$ cat src/rtl/h2f_lw_mailbox_if.sv
// Avalon-MM slave bus bundle for the h2f_lw_mailbox CSR window.
//
// Strobe semantics: there is no waitrequest, so an access is accepted in
// every cycle its strobe (avs_read or avs_write) is high at the rising clock
// edge. A read returns avs_readdata exactly one cycle later. If both strobes
// are high together, the write is performed and the read returns 0.
interface h2f_lw_mailbox_if;
  logic [1:0]  avs_address;
  logic        avs_read;
  logic        avs_write;
  logic [31:0] avs_writedata;
  logic [31:0] avs_readdata;

  modport slave (
    input  avs_address,
    input  avs_read,
    input  avs_write,
    input  avs_writedata,
    output avs_readdata
  );

  modport master (
    output avs_address,
    output avs_read,
    output avs_write,
    output avs_writedata,
    input  avs_readdata
  );
endinterface

$ cat src/rtl/h2f_lw_mailbox.sv
// HPS lightweight-bridge mailbox: a circular FIFO that software pushes and
// pops through a 4-word CSR window (DATA, STATUS, THRESH, CONTROL), with
// sticky overflow/underflow flags.
//
// Build option: define MAILBOX_IRQ_EN to implement THRESH, CONTROL.irq_en
// and the registered level-threshold interrupt. Without it, irq is tied low
// and THRESH / CONTROL[1] read as 0 and ignore writes.
module h2f_lw_mailbox #(
  parameter int DATA_WIDTH = 32,
  parameter int DEPTH_LOG2 = 6
) (
  input  logic            clk,
  input  logic            reset,
  h2f_lw_mailbox_if.slave avs,
  output logic            irq
);

  localparam int DEPTH = 1 << DEPTH_LOG2;
  localparam logic [DEPTH_LOG2:0] FULL_LEVEL = {1'b1, {DEPTH_LOG2{1'b0}}};

  localparam logic [1:0] ADDR_DATA    = 2'd0;
  localparam logic [1:0] ADDR_STATUS  = 2'd1;
  localparam logic [1:0] ADDR_THRESH  = 2'd2;
  localparam logic [1:0] ADDR_CONTROL = 2'd3;

  logic [DATA_WIDTH-1:0] mem [DEPTH];
  logic [DEPTH_LOG2-1:0] wr_ptr;
  logic [DEPTH_LOG2-1:0] rd_ptr;
  logic [DEPTH_LOG2:0]   level;
  logic                  ovf_sticky;
  logic                  unf_sticky;
  logic [DEPTH_LOG2:0]   thresh;
  logic                  irq_en;

  logic wr_acc, rd_acc;
  logic push, pop_req, push_ok, pop_ok;
  logic ovf_set, unf_set, ovf_clr, unf_clr;
  logic flush, empty, full;
  logic [31:0] head_word;
  logic [31:0] status_word;
  logic [31:0] rd_mux;

  // Upper write-data bits have no meaning in some registers; fold them here.
  logic unused_wdata;
  assign unused_wdata = ^avs.avs_writedata;

  // Access decode: a write always wins over a simultaneous read.
  always_comb begin
    wr_acc  = avs.avs_write;
    rd_acc  = avs.avs_read & ~avs.avs_write;
    empty   = (level == '0);
    full    = (level == FULL_LEVEL);
    push    = wr_acc & (avs.avs_address == ADDR_DATA);
    pop_req = rd_acc & (avs.avs_address == ADDR_DATA);
    push_ok = push & ~full;
    pop_ok  = pop_req & ~empty;
    ovf_set = push & full;
    unf_set = pop_req & empty;
    ovf_clr = wr_acc & (avs.avs_address == ADDR_STATUS) & avs.avs_writedata[18];
    unf_clr = wr_acc & (avs.avs_address == ADDR_STATUS) & avs.avs_writedata[19];
    flush   = wr_acc & (avs.avs_address == ADDR_CONTROL) & avs.avs_writedata[0];
  end

  // Read-side word formatting: zero-extended head, status and config words.
  always_comb begin
    head_word = '0;
    head_word[DATA_WIDTH-1:0] = mem[rd_ptr];
    status_word = '0;
    status_word[DEPTH_LOG2:0] = level;
    status_word[16] = empty;
    status_word[17] = full;
    status_word[18] = ovf_sticky;
    status_word[19] = unf_sticky;
    rd_mux = '0;
    case (avs.avs_address)
      ADDR_DATA:    rd_mux = pop_ok ? head_word : 32'h0;
      ADDR_STATUS:  rd_mux = status_word;
      ADDR_THRESH:  rd_mux[DEPTH_LOG2:0] = thresh;
      ADDR_CONTROL: rd_mux[1] = irq_en;
      default:      rd_mux = '0;
    endcase
  end

  // FIFO storage: written on an accepted, non-overflowing push; no reset needed.
  always_ff @(posedge clk) begin
    if (push_ok) begin
      mem[wr_ptr] <= avs.avs_writedata[DATA_WIDTH-1:0];
    end
  end

  // Pointer and level bookkeeping; flush rewinds everything to empty.
  always_ff @(posedge clk or posedge reset) begin
    if (reset) begin
      wr_ptr <= '0;
      rd_ptr <= '0;
      level  <= '0;
    end else if (flush) begin
      wr_ptr <= '0;
      rd_ptr <= '0;
      level  <= '0;
    end else if (push_ok) begin
      wr_ptr <= wr_ptr + 1'b1;
      level  <= level + 1'b1;
    end else if (pop_ok) begin
      rd_ptr <= rd_ptr + 1'b1;
      level  <= level - 1'b1;
    end
  end

  // Sticky error flags: a new error in the same cycle beats a W1C.
  always_ff @(posedge clk or posedge reset) begin
    if (reset) begin
      ovf_sticky <= 1'b0;
      unf_sticky <= 1'b0;
    end else begin
      ovf_sticky <= ovf_set | (ovf_sticky & ~ovf_clr);
      unf_sticky <= unf_set | (unf_sticky & ~unf_clr);
    end
  end

  // Registered read data, one cycle after the read strobe; 0 otherwise.
  always_ff @(posedge clk or posedge reset) begin
    if (reset) begin
      avs.avs_readdata <= '0;
    end else if (rd_acc) begin
      avs.avs_readdata <= rd_mux;
    end else begin
      avs.avs_readdata <= '0;
    end
  end

`ifdef MAILBOX_IRQ_EN
  // Threshold and interrupt-enable configuration registers.
  always_ff @(posedge clk or posedge reset) begin
    if (reset) begin
      thresh <= '0;
      irq_en <= 1'b0;
    end else if (wr_acc) begin
      if (avs.avs_address == ADDR_THRESH) begin
        thresh <= avs.avs_writedata[DEPTH_LOG2:0];
      end
      if (avs.avs_address == ADDR_CONTROL) begin
        irq_en <= avs.avs_writedata[1];
      end
    end
  end

  // Level interrupt, registered from the already-updated level register.
  always_ff @(posedge clk or posedge reset) begin
    if (reset) begin
      irq <= 1'b0;
    end else begin
      irq <= irq_en & (thresh != '0) & (level >= thresh);
    end
  end
`else
  assign thresh = '0;
  assign irq_en = 1'b0;
  assign irq    = 1'b0;
`endif

endmodule

$ cat src/flat_wrapper.sv
// flat-port wrapper written by rule: the top's interface ports become plain ports
module h2f_lw_mailbox_flat 
#(
  parameter int DATA_WIDTH = 32,
  parameter int DEPTH_LOG2 = 6
)
  (clk, reset, irq, avs_avs_address, avs_avs_read, avs_avs_write, avs_avs_writedata, avs_avs_readdata);
  h2f_lw_mailbox_if avs_i ();
  input  logic clk;
  input  logic reset;
  output logic irq;
  input wire logic [$bits(avs_i.avs_address)-1:0] avs_avs_address;
  input wire logic [$bits(avs_i.avs_read)-1:0] avs_avs_read;
  input wire logic [$bits(avs_i.avs_write)-1:0] avs_avs_write;
  input wire logic [$bits(avs_i.avs_writedata)-1:0] avs_avs_writedata;
  output wire logic [$bits(avs_i.avs_readdata)-1:0] avs_avs_readdata;
  assign avs_i.avs_address = avs_avs_address;
  assign avs_i.avs_read = avs_avs_read;
  assign avs_i.avs_write = avs_avs_write;
  assign avs_i.avs_writedata = avs_avs_writedata;
  assign avs_avs_readdata = avs_i.avs_readdata;
  h2f_lw_mailbox #(.DATA_WIDTH(DATA_WIDTH), .DEPTH_LOG2(DEPTH_LOG2)) u_core (.clk(clk), .reset(reset), .avs(avs_i), .irq(irq));
endmodule
$ cat config.mk
export PLATFORM = sky130hd
export DESIGN_NAME = h2f_lw_mailbox_flat
export DESIGN_NICKNAME = d
export VERILOG_FILES = /design/src/rtl/h2f_lw_mailbox_if.sv /design/src/rtl/h2f_lw_mailbox.sv /design/src/flat_wrapper.sv
export SDC_FILE = /design/constraint.sdc
export NUM_CORES = 2
export LEC_CHECK = 0
export BUFFER_PORTS_ARGS = -buffer_cell sky130_fd_sc_hd__buf_2
export CORE_MARGIN = 8
export CORE_UTILIZATION = 51
export DETAILED_ROUTE_END_ITERATION = 12
export PLACE_DENSITY = 0.66
export SETUP_SLACK_MARGIN = 0.4
export SLEW_MARGIN = 20
export SYNTH_ARGS = -nofsm -noshare
export SYNTH_HDL_FRONTEND = slang
export SYNTH_SLANG_ARGS = --single-unit
export TNS_END_PERCENT = 20
$ cat constraint.sdc
create_clock -name clk -period 10.79 [get_ports clk]
set_input_delay 1.079 -clock clk [delete_from_list [all_inputs] [get_ports clk]]
set_output_delay 1.079 -clock clk [all_outputs]
set_load 0.1 [all_outputs]
==> results.cfg <==
[timing]
setup_viol = 0
rsz0062_at_grt = no
max_freq_ghz = 0.2227
setup_tns_ns = 0
relSlewSlack_pct = 24.69
fin_skew_ns = 0.03752
fin_crit_sh_pct = 41.62
worst_slew_pin_slew_ns = 1.123
fin_crit_ns = 4.491
hold_violations = 0
slew_viol_final = 0

[run]
drv_cap = 0

[synthesis]
syn-cell-area_mm2 = 0.08021
ys_seq_area_share_pct = 78.33
synthArstFlopShare_pct = 2.523
yosysMostFrequentCell = edfxtp_1
synth_cell_types = 52
synth_edf_count = 2048
syn_inst = 3446
ys.flop_type = edfxtp_1
synth_largest_area_cell = edfxtp_1
synthesis.nets = 3494
yosysTopAreaCellShare_pct = 76.67
avgSynthCellArea_um2 = 23.28
synth-seq-cells = 2101
synth_common_cells = edfxtp_1, mux4_2, mux2i_1
ys_warn_count = 0
synth.area.top_cells = edfxtp_1, mux4_2, dfrtp_1

[detailed_routing]
remaining_drc_errors = 0
first_pass_iters = 5
routed_wl_mm = 204.5
avgViaCountPerCell = 6.469
dr_total_vias = 38340
wl_per_cell_um = 34.50
drt_iter0_markers = 5012
drtAntennaViolNets = 0

[cts]
tritoncts = yes
cts_hold_buf = 0
cts-root-buf = clkbuf_16
htree_levels = 4
clkTransAtPathRegs_ns = 0.06
clock_sinks = 2101
cts_resized = 0
clk_latency_ns = 0.83
cts_made_buffers = 204
cts_buffer_depth = 3
cts_setup_buffers = 0

[worst_setup_path]
slowest_stage = dfrtp_4
start_kind = register
crit_path_end_kind = register
max_stage_delay_ns = 0.97
crit_fanout = 43
arrival_ns = 5.19
crit_family = buffers and inverters
critPathKind = reg2reg
cp.required_ns = 11.49
cp_cell_sequence = buf_4 -> buf_4 -> mux4_2 -> mux4_2 -> nor2_1 -> nor3_1 -> a221o_1
cp_num_buf_inv = 2

[floorplanning]
dieArea_mm2 = 0.1702
dieHeight_um = 412.6
die_x_um = 412.6
coreArea_mm2 = 0.1562
io_pins = 71
start_util_pct = 51.35
row_count = 145

[finish]
fillers = 11110
fin_nets = 3731
drive_gt1_share_pct = 29.50
syn_to_final_growth_pct = 12.94
post-route-util_pct = 57.99

[pwr]
peakVddDrop_mv = 0.2388
p_leak_nw = 27.75
p_per_area_mw_per_mm2 = 222.6

[placement]
portBuffers = 69
gp_congestion = 0.8202
hpwl_mm = 110.9

[grt]
grt_pass1_wl_mm = 288.1
antenna_found_initial = 9
grt_max_degree = 123
grt_pass1_vias = 38160
grt-ovfl-total = 0
track_usage_pct = 23.92

[worst_hold_path]
hold_path.class = reg2reg

[status]
outcome = finished clean
routing by layer:
| layer | vias up | global-route usage (%) | wire (µm) |
|---|---|---|---|
| li1 | 15250 | - | - |
| met1 | 20820 | 33.72 | 80220 |
| met2 | 1966 | 37.95 | 97770 |
| met3 | 312 | 4.972 | 19330 |
| met4 | 4 | 7.664 | 7104 |
| met5 | - | 0 | 23 |
final timing paths:
path	start	cells past startpoint	end	slack (ns)
min reg2reg	u_core.unf_sticky	1	u_core.unf_sticky	0.54
max in group asynchronous	reset	3	u_core.rd_ptr[3]	9.49
min	u_core.unf_sticky	1	u_core.unf_sticky	0.54
min in group asynchronous	reset	3	u_core.avs.avs_readdata[14]	0.57
max	u_core.rd_ptr[0]	7	u_core.avs.avs_readdata[6]	6.30
max reg2reg	u_core.rd_ptr[0]	7	u_core.avs.avs_readdata[6]	6.30
worst reg2reg max path: stages, from the launching register on:
cell and delay (ns):
dfrtp_4 0.97, buf_4 0.70, buf_4 0.84, mux4_2 0.64, mux4_2 0.47, nor2_1 0.27
nor3_1 0.18, a221o_1 0.31
power breakdown:
part / switching, W / internal [W] / leakage (nW)
combinational: 0.00207 / 0.00190 / 5.38
sequential: 0.000142 / 0.00902 / 19.1
clock: 0.00306 / 0.00397 / 3.25
layout by cell type, fill, tap and decap left out, drive strengths merged, types with 2 or more instances in the layout:
cell      count
a2111oi       7
a211o         6
a211oi       38
a21oi        34
a221o         7
a22oi        16
a32oi         3
and2          2
and3          2
buf         214
bufinv       17
clkbuf      261
clkinv       98
clkinvlp      4
dfrtp        53
diode         5
edfxtp     2048
ha            9
inv          16
mux2          5
mux2i       113
mux4        546
nand2        55
nand2b        3
nand3        14
nand3b        6
nand4         6
nand4b        2
nor2        110
nor2b         6
nor3         14
o211ai        9
o21ai        39
o221ai       20
o22ai        51
or3           3
xnor2         7
xor2          6
state kept, by name (all words and copies together) (netlist names):
register                 count
u_core.wr_ptr                6
u_core.rd_ptr                6
u_core.level                 7
u_core.ovf_sticky            1
u_core.avs.avs_readdata     32
u_core.unf_sticky            1
u_core.mem                2048
layout make-up:
cell class              instances  area, µm²  share of cell area, %
inverters                       9      35.03                0.03868
diodes                          5      12.51                0.01381
multi-input cells            1153      16860                  18.62
repair buffers                214       1624                  1.793
flip-flops and latches       2101      62840                  69.37
well taps                    2058       2575                  2.843
clock buffers                 261       5399                  5.960
clock inverters               126       1232                  1.361
per-stage QoR:
| stage | power (W) | hold WS, ns | worst slack [ns] | std cells | area (µm²) |
|---|---|---|---|---|---|
| floorplan | 0.01231 | 0.4481 | 6.687 | 3446 | 80210 |
| global placement | 0.01334 | 0.4972 | 6.181 | 5527 | 83740 |
| detailed placement | 0.01337 | 0.5154 | 6.188 | 5535 | 83930 |
| CTS | 0.02033 | 0.5133 | 6.168 | 5922 | 90560 |
| global route | 0.02081 | 0.5366 | 5.993 | 5923 | 90570 |
| finish | 0.02016 | 0.5391 | 6.299 | 5927 | 90580 |
cell families after synthesis:
group	count (synthesis)	share of synthesized area, %
simple gates	228	1.256
xor+xnor	13	0.1420
other cells	1	0.004675
fa+ha+maj	10	0.1654
compound gates	237	1.995
flops	2101	78.33
mux	664	16.81
buf+inv	192	1.298
(Power assumes the default switching activity.)
